`config.mk`:
```
export PLATFORM = sky130hd
export DESIGN_NAME = mouse_receiver_flat
export DESIGN_NICKNAME = d
export VERILOG_FILES = /design/src/rtl/mouse_receiver_if.sv /design/src/rtl/mouse_receiver.sv /design/src/flat_wrapper.sv
export SDC_FILE = /design/constraint.sdc
export NUM_CORES = 1
export LEC_CHECK = 0
export BUFFER_PORTS_ARGS = -buffer_cell sky130_fd_sc_hd__buf_2
export CORE_MARGIN = 8
export CORE_UTILIZATION = 39
export DETAILED_ROUTE_END_ITERATION = 8
export GPL_TIMING_DRIVEN = 0
export PLACE_DENSITY = 0.51
export RECOVER_POWER = 25
export SYNTH_ARGS = -nofsm -noshare
export SYNTH_HDL_FRONTEND = slang
export SYNTH_SLANG_ARGS = --single-unit
```
`constraint.sdc`:
```
create_clock -name CLK -period 4 [get_ports CLK]
set_input_delay 0.2 -clock CLK [delete_from_list [all_inputs] [get_ports CLK]]
set_output_delay 0.2 -clock CLK [all_outputs]
set_load 0.05 [all_outputs]
```
`src/rtl/mouse_receiver_if.sv`:
```
// PS/2 receiver bus bundle.
//   CLK_MOUSE_IN    raw PS/2 clock line (asynchronous)
//   DATA_MOUSE_IN   raw PS/2 data line (asynchronous)
//   READ_ENABLE     reception allowed when high
//   BYTE_READY      one-cycle pulse, frame complete
//   BYTE_READ       received data byte
//   BYTE_ERROR_CODE bit0 = parity error, bit1 = stop-bit error
// master: the side driving the lines and consuming bytes; slave: the receiver.
interface mouse_receiver_if;
  logic       CLK_MOUSE_IN;
  logic       DATA_MOUSE_IN;
  logic       READ_ENABLE;
  logic       BYTE_READY;
  logic [7:0] BYTE_READ;
  logic [1:0] BYTE_ERROR_CODE;

  modport master (
    output CLK_MOUSE_IN,
    output DATA_MOUSE_IN,
    output READ_ENABLE,
    input  BYTE_READY,
    input  BYTE_READ,
    input  BYTE_ERROR_CODE
  );

  modport slave (
    input  CLK_MOUSE_IN,
    input  DATA_MOUSE_IN,
    input  READ_ENABLE,
    output BYTE_READY,
    output BYTE_READ,
    output BYTE_ERROR_CODE
  );
endinterface

```
`src/rtl/mouse_receiver.sv`:
```
// PS/2 device-to-host receiver. Synchronises and glitch-filters the PS/2
// clock, deserialises 11-bit frames (start, 8 data LSB first, odd parity,
// stop) and presents each byte with an error code and a one-cycle strobe.
// Ports:
//   CLK    system clock
//   RESET  asynchronous active-low reset
//   bus    mouse_receiver_if.slave (PS/2 lines, READ_ENABLE, byte outputs)
module mouse_receiver #(
  parameter int unsigned FILTER_LEN     = 8,
  parameter int unsigned TIMEOUT_CYCLES = 100_000
) (
  input logic              CLK,
  input logic              RESET,
  mouse_receiver_if.slave  bus
);

  localparam int unsigned FC_W = (FILTER_LEN > 1) ? $clog2(FILTER_LEN) : 1;
  localparam int unsigned TO_W = (TIMEOUT_CYCLES > 1) ? $clog2(TIMEOUT_CYCLES) : 1;
  localparam logic [FC_W-1:0] FC_LAST = FC_W'(FILTER_LEN - 1);
  localparam logic [TO_W-1:0] TO_LAST = TO_W'(TIMEOUT_CYCLES - 1);

  typedef enum logic [2:0] {
    S_IDLE,
    S_DATA,
    S_PARITY,
    S_STOP,
    S_DONE
  } state_t;

  state_t          state;
  logic            clk_s1, clk_s2;
  logic            dat_s1, dat_s2;
  logic            filt;
  logic [FC_W-1:0] fcnt;
  logic            fall_c;
  logic [2:0]      bit_cnt;
  logic [TO_W-1:0] to_cnt;
  logic [7:0]      shreg;
  logic            par_q;
  logic            stop_q;
  logic            byte_ready_q;
  logic [7:0]      byte_read_q;
  logic [1:0]      err_q;

  // Two-flop synchronisers for both PS/2 lines (idle high).
  always_ff @(posedge CLK or negedge RESET) begin
    if (!RESET) begin
      clk_s1 <= 1'b1;
      clk_s2 <= 1'b1;
      dat_s1 <= 1'b1;
      dat_s2 <= 1'b1;
    end else begin
      clk_s1 <= bus.CLK_MOUSE_IN;
      clk_s2 <= clk_s1;
      dat_s1 <= bus.DATA_MOUSE_IN;
      dat_s2 <= dat_s1;
    end
  end

  // Glitch filter: level flips after FILTER_LEN consecutive disagreeing samples.
  always_ff @(posedge CLK or negedge RESET) begin
    if (!RESET) begin
      filt <= 1'b1;
      fcnt <= '0;
    end else if (clk_s2 == filt) begin
      fcnt <= '0;
    end else if (fcnt == FC_LAST) begin
      filt <= clk_s2;
      fcnt <= '0;
    end else begin
      fcnt <= fcnt + FC_W'(1);
    end
  end

  // Falling edge: the filter is about to flip from 1 to 0 this cycle.
  assign fall_c = filt && !clk_s2 && (fcnt == FC_LAST);

  // Frame state machine with registered outputs.
  always_ff @(posedge CLK or negedge RESET) begin
    if (!RESET) begin
      state        <= S_IDLE;
      bit_cnt      <= '0;
      to_cnt       <= '0;
      shreg        <= '0;
      par_q        <= 1'b0;
      stop_q       <= 1'b0;
      byte_ready_q <= 1'b0;
      byte_read_q  <= '0;
      err_q        <= '0;
    end else begin
      byte_ready_q <= 1'b0;
      // DONE always completes; elsewhere a dropped enable aborts the frame.
      if (!bus.READ_ENABLE && (state != S_DONE)) begin
        state   <= S_IDLE;
        bit_cnt <= '0;
        to_cnt  <= '0;
      end else begin
        case (state)
          S_IDLE: begin
            bit_cnt <= '0;
            to_cnt  <= '0;
            if (fall_c && !dat_s2) begin
              state <= S_DATA;
            end
          end
          S_DATA, S_PARITY, S_STOP: begin
            // A falling edge takes priority over an expiring timeout.
            if (fall_c) begin
              to_cnt <= '0;
              if (state == S_DATA) begin
                shreg[bit_cnt] <= dat_s2;
                bit_cnt        <= bit_cnt + 3'd1;
                if (bit_cnt == 3'd7) begin
                  state <= S_PARITY;
                end
              end else if (state == S_PARITY) begin
                par_q <= dat_s2;
                state <= S_STOP;
              end else begin
                stop_q <= dat_s2;
                state  <= S_DONE;
              end
            end else if (to_cnt == TO_LAST) begin
              state   <= S_IDLE;
              to_cnt  <= '0;
              bit_cnt <= '0;
            end else begin
              to_cnt <= to_cnt + TO_W'(1);
            end
          end
          S_DONE: begin
            byte_read_q  <= shreg;
            // Odd parity: error when data plus parity holds an even count of ones.
            err_q        <= {~stop_q, ~(^shreg ^ par_q)};
            byte_ready_q <= 1'b1;
            state        <= S_IDLE;
          end
          default: begin
            state <= S_IDLE;
          end
        endcase
      end
    end
  end

  assign bus.BYTE_READY      = byte_ready_q;
  assign bus.BYTE_READ       = byte_read_q;
  assign bus.BYTE_ERROR_CODE = err_q;

endmodule

```
`src/flat_wrapper.sv`:
```
// flat-port wrapper written by rule: the top's interface ports become plain ports
module mouse_receiver_flat 
#(
  parameter int unsigned FILTER_LEN     = 8,
  parameter int unsigned TIMEOUT_CYCLES = 100_000
)
  (CLK, RESET, bus_CLK_MOUSE_IN, bus_DATA_MOUSE_IN, bus_READ_ENABLE, bus_BYTE_READY, bus_BYTE_READ, bus_BYTE_ERROR_CODE);
  mouse_receiver_if bus_i ();
  input logic CLK;
  input logic RESET;
  input wire logic [$bits(bus_i.CLK_MOUSE_IN)-1:0] bus_CLK_MOUSE_IN;
  input wire logic [$bits(bus_i.DATA_MOUSE_IN)-1:0] bus_DATA_MOUSE_IN;
  input wire logic [$bits(bus_i.READ_ENABLE)-1:0] bus_READ_ENABLE;
  output wire logic [$bits(bus_i.BYTE_READY)-1:0] bus_BYTE_READY;
  output wire logic [$bits(bus_i.BYTE_READ)-1:0] bus_BYTE_READ;
  output wire logic [$bits(bus_i.BYTE_ERROR_CODE)-1:0] bus_BYTE_ERROR_CODE;
  assign bus_i.CLK_MOUSE_IN = bus_CLK_MOUSE_IN;
  assign bus_i.DATA_MOUSE_IN = bus_DATA_MOUSE_IN;
  assign bus_i.READ_ENABLE = bus_READ_ENABLE;
  assign bus_BYTE_READY = bus_i.BYTE_READY;
  assign bus_BYTE_READ = bus_i.BYTE_READ;
  assign bus_BYTE_ERROR_CODE = bus_i.BYTE_ERROR_CODE;
  mouse_receiver #(.FILTER_LEN(FILTER_LEN), .TIMEOUT_CYCLES(TIMEOUT_CYCLES)) u_core (.CLK(CLK), .RESET(RESET), .bus(bus_i));
endmodule
```
# --- Word level (Yosys, flattened, before mapping) ---
# Cells that the tools add are included.
classes:
  add_sub_neg: 3
  order_cmp: 2
  eq_ne: 13
  mux: 23
  bitwise: 7
  reduce_logical: 19
ops:
  columns: ["operator", "n"]
  rows:
  - ["$mux W17", 3]
  - ["$mux W3", 12]
  - ["$pmux W17 S2", 1]
  - ["$add A17 B1 Y17 const B", 1]
  - ["$eq A17 B17 Y1 const B", 1]
  - ["$pmux W3 S2", 2]
  - ["$reduce_and A5 Y1", 2]
  - ["$eq A3 B3 Y1 const B", 3]
  - ["$bwmux W8", 1]
  - ["$reduce_xor A8 Y1", 1]
  - ["$add A3 B1 Y3 const B", 2]
  - ["$eq A3 B2 Y1 const B", 2]
  - ["$not A1 Y1", 6]
  - ["$reduce_and A3 Y1", 2]
  - ["$logic_and A1 B1 Y1", 5]
  - ["$ne A5 B5 Y1 const B", 1]
  - ["$lt A3 B4 Y1 const B", 1]
  - ["$ne A4 B1 Y1 const B", 1]
  - ["$ne A4 B4 Y1 const B", 1]
  - ["$reduce_and A2 Y1", 2]
  - ["$reduce_and A4 Y1", 1]
  - ["$demux W1 S3", 1]
  - ["$eq A3 B1 Y1 const B", 1]
  - ["$ge A3 B1 Y1 const B", 1]
  - ["9 further kinds", 13]
totals:
  regBits: 52
  in_bits: 5
  output_inout_bits: 11
  wordCells: 82

# --- Logic depth before layout (Yosys ltp) ---
depth:
  depth_word: 7
  depth_mapped: 7
  depth_no_buf: 7

# --- Worst setup path before layout ---
# Ideal clock, no wire load.
synth_path:
  kind: "register to register"
  start: "register u_core.fcnt[0]"
  end: "register u_core.state[0]"
  arrival_time_ns: 1.895
  t_required_ns: 3.875
  slack_ns: 1.980
  stages_incl_launch_ff: 7
  path_buffers: 0
  synth_period_minus_slack_ns: 2.020
  path_cell_list: "dfrtp_1 ha_1 ha_1 nand2_1 or3b_2 o21ai_1 mux2_2"
synth_via:
  elab_chain_len: 5
  elab_cells_between_ends: 10
  cone_classes: "eq/ne: 4; mux: 3; reduce/logical: 3"
synth_lines:
  columns: ["element", "line_no", "text"]
  rows:
  - ["from (decl)", "mouse_receiver.sv:34", "logic [FC_W-1:0] fcnt;"]
  - ["from (signal assigned)", "mouse_receiver.sv:71", "fcnt <= fcnt + FC_W'(1);"]
  - ["$eq A3 B3 Y1 *", "mouse_receiver.sv:76", "assign fall_c = filt && !clk_s2 && (fcnt == FC_LAST);"]
  - ["$logic_and A1 B1 Y1 *", "mouse_receiver.sv:76", null]
  - ["$mux W3 or $logic_and A1 B1 Y1 (tied branches)", "mouse_receiver.sv:108, mouse_receiver.sv:102", null]
  - ["$pmux W3 S2 or $ne A3 B1 Y1 (tied branches)", null, null]
  - ["$mux W3 or $reduce_and A3 Y1 (tied branches)", null, null]
  - ["to (signal assigned)", "mouse_receiver.sv:81", "state <= S_IDLE;"]
  - ["to (signal assigned)", "mouse_receiver.sv:94", "state <= S_IDLE;"]
  - ["to (signal assigned)", "mouse_receiver.sv:103", "state <= S_DATA;"]
  - ["to (decl)", "mouse_receiver.sv:30", "state_t state;"]
# Mark *: on every way between the ends. The rest lies on a longest branch, timed or not.
# A chain may end at the register's enable or synchronous reset.

==> flow_metrics.tcl <==
set metrics [dict create \
    status "complete, but fails checks" \
    violations "max-capacitance violations, max-slew violations" \
    syn_inst 234 \
    tns_ns 0 \
    diodes 0 \
    place_congestion 0.779 \
    wl_um 4710 \
    tightest_slew_ns 2.74 \
    synth_area_leaders "dfrtp_1 47%, dfstp_2 5.3%, nand2_1 5.2%" \
    antenna_found_initial 0 \
    cellPowerDensity_nw_per_um2 375 \
    max_freq_ghz 0.432 \
    maxCapViolations 1 \
    cp-start-kind "input pin" \
    async_flop_share_pct 100 \
    cts_sinks 52 \
    synth_edf_count 0 \
    skew_ns 0.00579 \
    synth.distinct_cells 46 \
    grt_pass1_vias 1812 \
    tritoncts "yes" \
    drtIter0Drc 58 \
    grt_usage_pct 11.8 \
    fp.dieH_um 95.7 \
    cts_made_buffers 5 \
    grt_max_degree 53 \
    hold_ws_ns 0.360 \
    io_pins 16 \
    nNetsFinal 269 \
    crit_start "RESET" \
    wire_per_inst_um 14.0 \
    leakage_uw 0.00129 \
    vdd_ir_drop_max_mv 0.165 \
    critPathTopFamily "buffers and inverters" \
    hp-class "register to register" \
    arrival_ns 2.15 \
    required_ns 3.84 \
    cts.clk_slew.worst_paths_ns 0.09 \
    port_buffers 15 \
    slew_headroom_pct -82.5 \
    layout_worst_path_cycle_share_pct 57.9 \
    postLayoutCoreUtil_pct 44.5 \
    final-hold-violation-count 0 \
    reg2reg_from "u_core.fcnt[0]$_DFF_PN0_" \
    drc 0 \
    cts-htree-levels 2 \
    cts_root_buf "clkbuf_8" \
    critical_path_class "input pin to async pin" \
    syn_area_per_cell_um2 10.6 \
    ys_ff_latch 52 \
    drive_gt1_share_pct 19.3 \
    die-area_um2 9160 \
    coreArea_um2 6240 \
    viasPerCell 5.10 \
    grt_pass1_wl_um 8400 \
    min_from "u_core.dat_s1$_DFF_PN1_" \
    syn_area_um2 2480 \
    rows 29 \
    synth.top_cell.area_share_pct 47.5 \
    slowest_delay_ns 1.90 \
    critPathBufInv 1 \
    grt_setup_unrepaired "no" \
    setup_viol 0 \
    drtPass1Iterations 4 \
    grt_overflow_total 0 \
    die_width_um 95.7 \
    vias 1714 \
    ys_seq_area_share_pct 52.8 \
    hpwl_um 3280 \
    path_cells "clkbuf_1" \
    fin_crit_ns 2.32 \
    areaGrowthSynthToFinish_pct 12.0 \
    syn_nets 245 \
    ant_nets 0 \
    start_util_pct 39.7 \
    yosys-top-cells-count "47 x dfrtp_1, 34 x nand2_1, 18 x nor2_1" \
    post_cts_buffers 0 \
    yosysTopAreaCell "dfrtp_1" \
    yosysWarnings 0 \
    final_max_slew_viol_count 53 \
    clock_latency_ns 0.31 \
    end_kind "async pin" \
    cp_max_fo 52 \
    synth.most_common_cell "dfrtp_1" \
    slowest_stage "clkbuf_1" \
    cts_buffer_depth 2 \
    fillCellCount 621 \
    ys.flop_type "dfrtp_1" \
]
[power by group]
group | total (uW) | leakage, uW | switching [uW] | internal (uW)
logic | 125 | 0.000527 | 75.7 | 48.8
registers | 559 | 0.000705 | 9.10 | 550
clock network | 358 | 0.0000552 | 172 | 186
[final cells by class]
cell class              instances  area, um2  share of cell area, %
flip-flops and latches         52       1310                   47.1
multi-input cells             170       1120                   40.4
well taps                      77       96.3                   3.47
repair buffers                 17       93.8                   3.38
clock buffers                   6       72.6                   2.61
clock inverters                 2       35.0                   1.26
inverters                       7       26.3                  0.947
plain buffers                   5       21.3                  0.766
[layout by cell type, fill, tap and decap left out, drive strengths merged, types with 4 or more instances in the layout]
master,count
mux2,11
buf,16
and3,4
ha,6
dfstp,5
nor2,19
o21ai,11
nor3b,9
dfrtp,47
xnor2,12
nand4,7
xor2,6
clkbuf,10
nor3,9
inv,6
nand2,35
nand3,5
a22o,5
[worst reg2reg max path: stages (launching register included)]
cell,delay (ns)
dfrtp_1,0.40
ha_1,0.20
ha_1,0.24
nand2_1,0.17
nor3b_1,0.42
o31ai_1,0.26
or3_1,0.39
o21ai_0,0.07
[worst paths after layout]
| path | cells past startpoint | end | slack (ns) |
|---|---|---|---|
| hold reg to reg | 0 | u_core.dat_s2$_DFF_PN1_ | 0.36 |
| max in group CLK | 7 | u_core.to_cnt[5]$_DFFE_PN0P_ | 1.78 |
| setup reg to reg | 7 | u_core.to_cnt[5]$_DFFE_PN0P_ | 1.78 |
| setup / recovery | 1 | u_core.bus.BYTE_READ[1]$_DFFE_PN0P_ | 1.68 |
| hold / removal | 0 | u_core.dat_s2$_DFF_PN1_ | 0.36 |
| min in group asynchronous | 1 | u_core.to_cnt[3]$_DFFE_PN0P_ | 0.75 |
[per-stage QoR]
stage	instance area, um2	setup slack [ns]	power, uW	instances
2_1_floorplan	2480	1.98	657	234
3_3_place_gp	2650	1.81	694	326
3_5_place_dp	2650	1.82	694	326
4_1_cts	2780	1.79	1060	336
5_1_grt	2780	0.947	1100	336
6_report	2780	1.68	1040	336
[sequential cells by signal, summed over array words and instances, names as in the netlist, 2 cells and up]
name,flops
u_core.bus.BYTE_ERROR_CODE,2
u_core.state,3
u_core.to_cnt,17
u_core.fcnt,3
u_core.bus.BYTE_READ,8
u_core.shreg,8
u_core.bit_cnt,3
[what timing repair did]
action                    CTS  global route
hold buffers                2             0
hold endpoints to repair    2             0
resized for setup           0             0
[kinds of logic (layout without fill, tap and decap cells)]
logic type | Yosys count | count (layout) | share of synthesized area [%]
buffers and inverters | 12 | 37 | 1.92
and+or+nand+nor | 106 | 106 | 22.5
adders and majority gates | 6 | 6 | 3.03
muxes | 11 | 11 | 5.00
xor gates and xnor gates | 18 | 18 | 6.36
DFF | 52 | 52 | 52.8
AOI/OAI and AO/OA | 29 | 29 | 8.43
[metal layers]
metal / GRT usage [%] / vias to the layer above / share of wire [%]
met5: 0 / - / 0
met4: 5.12 / 0 / 2.2
met3: 3.12 / 8 / 3.0
met2: 19.1 / 19 / 45
met1: 14.5 / 817 / 50
li1: - / 870 / -
Power figures use the tool's default switching activity.
